===== src/rtl/tpu_sequencer.sv =====
// Job sequencer for the systolic matmul datapath: clear the array, feed A-deep
// operand vectors, wait LAT flush cycles, then drain N*M results through the PISO.
module tpu_sequencer #(
  parameter int A   = 4,
  parameter int M   = 4,
  parameter int N   = 4,
  parameter int LAT = N + M
) (
  input  logic        clk,
  input  logic        rst,
  input  logic        start,
  input  logic        abort,
  input  logic        out_ready,
  output logic        busy,
  output logic        done,
  output logic        err,
  output logic        array_clr,
  output logic        rd_en,
  output logic [15:0] sel_a,
  output logic        send,
  output logic [7:0]  selO_n,
  output logic [7:0]  selO_m,
  output logic        out_valid
);
  localparam int FW = $clog2(LAT + 1);

  typedef enum logic [2:0] {IDLE, CLEAR, FEED, FLUSH, DRAIN, DONE} state_t;

  state_t        state;
  logic [FW-1:0] flushCnt;

  // sel_a and selO_n/selO_m are the feed and drain counters themselves; they are
  // zeroed on phase exit so they read 0 everywhere outside their own phase.
  always_ff @(posedge clk or negedge rst) begin
    if (!rst) begin
      state     <= IDLE;
      flushCnt  <= '0;
      busy      <= 1'b0;
      done      <= 1'b0;
      err       <= 1'b0;
      array_clr <= 1'b0;
      rd_en     <= 1'b0;
      sel_a     <= '0;
      send      <= 1'b0;
      selO_n    <= '0;
      selO_m    <= '0;
      out_valid <= 1'b0;
    end else begin
      done      <= 1'b0;
      err       <= 1'b0;
      array_clr <= 1'b0;
      if (abort) begin
        state     <= IDLE;
        flushCnt  <= '0;
        busy      <= 1'b0;
        rd_en     <= 1'b0;
        sel_a     <= '0;
        send      <= 1'b0;
        selO_n    <= '0;
        selO_m    <= '0;
        out_valid <= 1'b0;
      end else begin
        if (start && state != IDLE) err <= 1'b1;
        case (state)
          IDLE: if (start) begin
            state     <= CLEAR;
            busy      <= 1'b1;
            array_clr <= 1'b1;
          end
          CLEAR: begin
            state <= FEED;
            rd_en <= 1'b1;
            sel_a <= '0;
          end
          FEED: if (sel_a == 16'(A - 1)) begin
            state    <= FLUSH;
            rd_en    <= 1'b0;
            sel_a    <= '0;
            flushCnt <= '0;
          end else begin
            sel_a <= sel_a + 16'd1;
          end
          FLUSH: if (flushCnt == FW'(LAT - 1)) begin
            state     <= DRAIN;
            flushCnt  <= '0;
            send      <= 1'b1;
            out_valid <= 1'b1;
            selO_n    <= '0;
            selO_m    <= '0;
          end else begin
            flushCnt <= flushCnt + 1'b1;
          end
          // out_valid is high for the whole phase, so out_ready alone marks acceptance.
          DRAIN: if (out_ready) begin
            if (selO_m == 8'(M - 1)) begin
              selO_m <= '0;
              if (selO_n == 8'(N - 1)) begin
                state     <= DONE;
                selO_n    <= '0;
                send      <= 1'b0;
                out_valid <= 1'b0;
                done      <= 1'b1;
              end else begin
                selO_n <= selO_n + 8'd1;
              end
            end else begin
              selO_m <= selO_m + 8'd1;
            end
          end
          DONE: begin
            state <= IDLE;
            busy  <= 1'b0;
          end
          default: state <= IDLE;
        endcase
      end
    end
  end
endmodule


===== config.mk =====
export PLATFORM = sky130hd
export DESIGN_NAME = tpu_sequencer
export DESIGN_NICKNAME = d
export VERILOG_FILES = /design/src/rtl/tpu_sequencer.sv
export SDC_FILE = /design/constraint.sdc
export NUM_CORES = 1
export LEC_CHECK = 0
export CAP_MARGIN = 15
export CORE_MARGIN = 1
export CORE_UTILIZATION = 35
export DETAILED_ROUTE_END_ITERATION = 8
export REMOVE_ABC_BUFFERS = 1
export SLEW_MARGIN = 15
export SYNTH_ARGS = -nofsm -noshare
export SYNTH_HDL_FRONTEND = slang
export SYNTH_SLANG_ARGS = --single-unit

===== constraint.sdc =====
create_clock -name clk -period 2.8 [get_ports clk]
set_clock_uncertainty 0.15 [all_clocks]
set_input_delay 0.56 -clock clk [delete_from_list [all_inputs] [get_ports clk]]
set_output_delay 0.56 -clock clk [all_outputs]
set_load 0.01 [all_outputs]

==> impl_metrics.json, run 1 <==
{
  "dieArea_um2": 8030,
  "diodes": 0,
  "synth.top_cell.area_share": 0.419,
  "use_met3": 0.0283,
  "ioPinCount": 44,
  "finalPower_uw": 1240,
  "drive_above_1_share": 0.0954,
  "muxShareOfSynthArea": 0.0149,
  "wl_per_cell_um": 15.3,
  "insertion_delay_ns": 0.30,
  "clock_power_share": 0.334,
  "cts.clk_slew.worst_paths_ns": 0.09,
  "cpMostUsedCell": "buf_4",
  "crit_buf_inv": 2,
  "timing.fmax_ghz": 0.422,
  "seqPwrFrac": 0.548,
  "period_needed_ns": 2.37,
  "cts_tree": "built",
  "die_h_um": 89.6,
  "io_buffers": 43,
  "drt_iter0_drc": 68,
  "initial_utilization": 0.367,
  "gp_congestion": 0.814,
  "avgSynthCellArea_um2": 9.46,
  "synthToLayoutAreaGrowth_pct": 23.2,
  "cts.sinks": 45,
  "switchingPower_uw": 327,
  "post-synth-top-area-cell": "dfrtp_1",
  "powerDensity_nw_per_um2": 376,
  "arrival_ns": 2.39,
  "synth-compound-area-share": 0.245,
  "rows": 31,
  "drv_slew": 0,
  "design_area_um2": 3310,
  "p_comb_frac": 0.119,
  "synth_cell_type_count": 53,
  "coreArea_um2": 7330,
  "cts_buffer_depth": 2,
  "dp_cells": 417,
  "grt_max_degree": 23,
  "vias_per_cell": 5.68,
  "syn_inst": 284,
  "cap_violations": 0,
  "grt-ovfl-total": 0,
  "start_kind": "flop",
  "rsz0062_at_grt": "no",
  "synth_flop_cell": "dfrtp_1",
  "yosysSeqAreaShare": 0.419,
  "finalSetupViolations": 0,
  "die_w_um": 89.6,
  "met2_usage": 0.271,
  "async_flop_share": 1.00,
  "ant_nets": 0,
  "ctsHoldBuffers": 0,
  "root_buffer": "clkbuf_8",
  "grt_pass1_wl_um": 10800,
  "worst_slew_pin_slew_ns": 0.638,
  "path_class": "flop to flop",
  "endpoint_kind": "flop",
  "synthSimpleGateAreaFrac": 0.239,
  "syn_area_um2": 2690,
  "swShare": 0.263,
  "hold_viol_final": 0,
  "relSlewSlack": 0.571,
  "dpl-instance-area_um2": 3220,
  "internal_power_uw": 918,
  "ys_seq_elements": 45,
  "crit_fanout": 13,
  "hpwl_um": 4600,
  "synth_edf_count": 0,
  "finalNetCount": 334,
  "dr.pass1.iters": 4,
  "htreeDepth": 2,
  "cts.repair.resized": 0,
  "worstPathRequired_ns": 2.82,
  "outcome": "finished, final reports clean",
  "cts_buffers": 5,
  "wl_um": 6510,
  "worst_path_dominant_cell_family": "simple AND/OR/NAND/NOR gates",
  "grt_busiest_layer": "met2",
  "post-route-period-util": 0.845,
  "ys_top_cells_by_area": "dfrtp_1 42%, a31oi_1 4.9%, nand3_1 3.2%",
  "p_leak_uw": 0.00128,
  "synth_top_family_by_area": "compound AO/OA/AOI/OAI gates",
  "setup_tns_ns": 0,
  "track_usage": 0.171,
  "synthAdderAreaFrac": 0.0186,
  "via_count": 2407,
  "gr-usage-met1": 0.243,
  "hold_path_class": "input pin to asynchronous set/reset pin",
  "cts_setup_buffers": 0,
  "route.detailed.drc": 0,
  "slowest_stage": "dfrtp_1",
  "antenna_found_initial": 0,
  "timing.critical_path.slowest_cell_delay_ns": 0.46,
  "synthXorXnorAreaFrac": 0.00326,
  "crit_chain": "ha_1, nor4b_1, nand4_1, buf_4, buf_4, a21oi_1, o32ai_1",
  "first_global_vias": 2204,
  "ir_drop_mv": 0.166,
  "final_cells": 424,
  "yosysWarningCount": 0
}
==> routing by layer <==
layer	vias up	part of all wire
met3	6	0.042
met1	1162	0.49
li1	1183	-
met5	-	0
met2	56	0.46
met4	0	0.0075
==> layout by cell type (no fill, tap or decap), types with 7 or more instances in the layout <==
cell	Yosys	layout
dfrtp_1	45	45
clkdlybuf4s50_1	0	42
a31oi_1	21	21
nand3_1	17	17
nand2_1	16	16
o21ai_0	15	15
inv_1	13	13
nand4_1	12	12
buf_4	2	10
nor2_1	9	9
a211oi_1	9	9
nand2b_1	8	8
and3_1	7	7
o31ai_1	7	7
==> registers in the layout (all words and copies together), names as in the netlist <==
| name | count |
|---|---|
| sel_a | 16 |
| selO_m | 8 |
| selO_n | 8 |
| flushCnt | 4 |
| state | 3 |
| array_clr | 1 |
| busy | 1 |
| done | 1 |
| err | 1 |
| out_valid | 1 |
| rd_en | 1 |
==> cell type report <==
class                      count  area [um2]
multi-input combinational    206        1410
sequential                    45        1130
inverter                      13        48.8
clock buffer                   7        86.3
fill                         696        4020
timing repair buffer          54         520
tap                           99         124
==> worst reg2reg max path, stage by stage, from the launching register on <==
cell	delay, ns
dfrtp_1	0.46
ha_1	0.28
nor4b_1	0.27
nand4_1	0.30
buf_4	0.28
buf_4	0.19
a21oi_1	0.20
o32ai_1	0.11
==> power groups by stage <==
| stage | Sequential [uW] | Clock (uW) | Combinational (uW) |
|---|---|---|---|
| 2_1_floorplan | 695 | 0 | 70.9 |
| 3_3_place_gp | 694 | 0 | 148 |
| 3_5_place_dp | 695 | 0 | 149 |
| 4_1_cts | 682 | 432 | 149 |
| 5_1_grt | 684 | 456 | 162 |
| 6_report | 681 | 415 | 148 |
==> metrics by stage <==
stage	worst slack, ns	hold WS [ns]	utilization
finish	0.433	0.0702	0.452
global route	0.107	0.103	0.452
CTS	0.414	0.0851	0.452
detailed placement	0.182	0.323	0.440
global placement	0.245	0.322	0.440
floorplan	-0.00168	0.114	-
==> Yosys cell counts, drive strengths merged, types with 2 or more instances <==
cell type   n
clkbuf      8
nand2b      8
a41oi       3
a31oi      21
a21o        5
nand3b      3
and3        7
a32oi       2
nor3b       2
o31ai       7
nor2        9
a211oi      9
and4        3
inv        13
nand2      16
o32ai       2
nand3      18
nand4      12
nor2b       2
buf        12
nor3        6
and3b       2
dfrtp      45
nor4        9
o21ai      16
a32o        2
a21oi      10
nand4b      5
mux2i       4
o22ai       6
ha          4
==> path summary, 6_finish.rpt <==
path / end / startpoint / cells past startpoint / slack [ns]
setup / recovery: flushCnt[2] / sel_a[0] / 7 / 0.43
hold / removal: sel_a[15] / rst / 1 / 0.07
setup reg to reg: flushCnt[2] / sel_a[0] / 7 / 0.43
hold reg to reg: flushCnt[3] / flushCnt[3] / 1 / 0.33
max in group asynchronous: selO_m[3] / rst / 2 / 1.85
min in group clk: flushCnt[3] / flushCnt[3] / 1 / 0.33
==> cell families after synthesis <==
group                    count (synthesis)
flip-flops                              45
XOR/XNOR                                 1
AND/OR/NAND/NOR                        107
AO/OA/AOI/OAI                           90
buffers and inverters                   33
adder cells (fa/ha/maj)                  4
multiplexers                             4
No activity file was read; power rests on OpenSTA's default activity.
==> run 2, diff against run 1 <==
==> constraint.sdc (replaced) <==
create_clock -name clk -period 2.1 [get_ports clk]
set_clock_uncertainty 0.15 [all_clocks]
set_input_delay 0.42 -clock clk [delete_from_list [all_inputs] [get_ports clk]]
set_output_delay 0.42 -clock clk [all_outputs]
set_load 0.01 [all_outputs]
==> impl_metrics.json, run 2 (synthesized netlist as in run 1, its figures left out) <==
{
  "hold_path_class": "flop to flop",
  "antenna_found_initial": 0,
  "final_cells": 447,
  "worst_path_dominant_cell_family": "simple AND/OR/NAND/NOR gates",
  "wl_um": 6630,
  "powerDensity_nw_per_um2": 494,
  "die_w_um": 89.6,
  "grt-ovfl-total": 0,
  "hold_path_end": "flushCnt[3]",
  "wl_per_cell_um": 14.8,
  "cts.clk_slew.worst_paths_ns": 0.09,
  "drt_iter0_drc": 87,
  "endpoint_kind": "flop",
  "p_leak_uw": 0.00141,
  "dr.pass1.iters": 4,
  "slowest_stage": "or4b_4",
  "synthToLayoutAreaGrowth_pct": 30.8,
  "dp_cells": 438,
  "reg2reg_from": "flushCnt[0]",
  "crit_fanout": 9,
  "r2r_slack_ns": 0.10,
  "grt_pass1_wl_um": 11400,
  "die_h_um": 89.6,
  "start_kind": "input pin",
  "insertion_delay_ns": 0.30,
  "grt_max_degree": 26,
  "coreArea_um2": 7330,
  "reg_top3": "sel_a x16, selO_m x8, selO_n x8",
  "io_buffers": 43,
  "top_register": "sel_a",
  "hp-start": "flushCnt[3]",
  "rows": 31,
  "first_global_vias": 2297,
  "cap_violations": 0,
  "via_count": 2490,
  "final_cell_mix": "45 x dfrtp_1, 42 x clkdlybuf4s50_1, 30 x buf_4",
  "relSlewSlack": 0.540,
  "worstPathRequired_ns": 2.18,
  "fin_util": 0.480,
  "path_class": "input pin to flop",
  "timing.critical_path.slowest_cell_delay_ns": 0.61,
  "ir_drop_mv": 0.188,
  "largest_register_ffs": 16,
  "finalPower_uw": 1740,
  "ioPinCount": 44,
  "rsz0062_at_grt": "no",
  "route.detailed.drc": 0,
  "root_buffer": "clkbuf_8",
  "vias_per_cell": 5.57,
  "outcome": "finished, final reports clean",
  "ant_nets": 0,
  "period_needed_ns": 2.01,
  "r2r_cells": 5,
  "finalNetCount": 356,
  "hold_path_depth": 1,
  "final_common_cell": "dfrtp_1",
  "drive_above_1_share": 0.161,
  "crit_buf_inv": 1,
  "arrival_ns": 2.08,
  "hpwl_um": 4750,
  "initial_utilization": 0.367,
  "worst_slew_pin_slew_ns": 0.690,
  "cts_tree": "built",
  "diodes": 0,
  "gp_congestion": 0.800,
  "cts_buffers": 5,
  "hold_viol_final": 0,
  "htreeDepth": 2,
  "track_usage": 0.182,
  "rr_endpoint": "selO_m[6]",
  "finalSetupViolations": 0,
  "cts_buffer_depth": 2,
  "drv_slew": 0,
  "dieArea_um2": 8030,
  "timing.fmax_ghz": 0.499,
  "post-route-period-util": 0.955,
  "crit_chain": "clkdlybuf4s50_1, or4b_4, a21oi_4, nand3_2, o21ai_0",
  "cts.sinks": 45
}
[run 2: changes by cell type in the layout (fill, tap and decap cells not counted)]
cell / change
a211oi_1: -1
a211oi_2: +1
buf_12: +1
buf_4: +20
clkbuf_1: -1
clkbuf_8: +1
clkinv_2: +1
dlygate4sd3_1: +1
nor3b_1: -1
nor3b_2: +1
o21ai_0: -2
o21ai_1: +2
[run 2: through the flow]
step	hold slack (ns)	worst slack (ns)	area, um2	setup TNS (ns)
6_report	0.342	0.0949	3520	0
5_1_grt	0.359	0.00595	3520	0
3_5_place_dp	0.283	-0.264	3390	-3.85
2_1_floorplan	-0.0256	-0.702	2570	-8.55
3_3_place_gp	0.284	-0.229	3390	-3.55
4_1_cts	0.344	0.0615	3510	0
[run 2: worst reg2reg max path, cell delays in order (launching register included)]
cell and delay, ns:
dfrtp_1 0.42, ha_1 0.24, and3b_1 0.25, a221o_1 0.47
nand2_1 0.23, o22ai_1 0.11
[run 2: report_power, final]
group | switching [uW] | internal [uW] | leakage, uW
Sequential | 18.2 | 883 | 0.000622
Clock | 311 | 298 | 0.0000542
Combinational | 129 | 98.2 | 0.000735
[run 2: final cells by class]
type,instances,area (um2)
Clock inverter,1,5.00
Inverter,13,48.8
Sequential cell,45,1130
Clock buffer,7,96.3
Timing Repair Buffer,76,701
Tap cell,99,124
Multi-Input combinational cell,206,1420
Fill cell,699,3810
[run 2: metal layers]
layer  vias to the layer above  global-route usage  share of wire
li1                       1233                   -              -
met1                      1184               0.257           0.49
met2                        66               0.286           0.45
met3                         7              0.0356          0.045
met4                         0              0.0433         0.0089
met5                         -                   0              0
[run 2: worst max-delay path by stage]
stage	end	start	cells after the start	slack, ns
detailed placement	selO_n[4]	abort	6	-0.26
global placement	selO_n[2]	abort	5	-0.23
CTS	selO_n[4]	abort	6	0.06
floorplan	sel_a[8]	state[2]	4	-0.70
global route	selO_m[2]	abort	6	0.006
finish	selO_n[0]	abort	5	0.09
[run 2: timing repair]
| action | CTS | global route |
|---|---|---|
| buffers inserted | 0 | 0 |
| resized for setup | 0 | 4 |
| hold endpoints to repair | 20 | 0 |
| endpoints found under the setup margin | 0 | 5 |
| hold buffers | 1 | 0 |
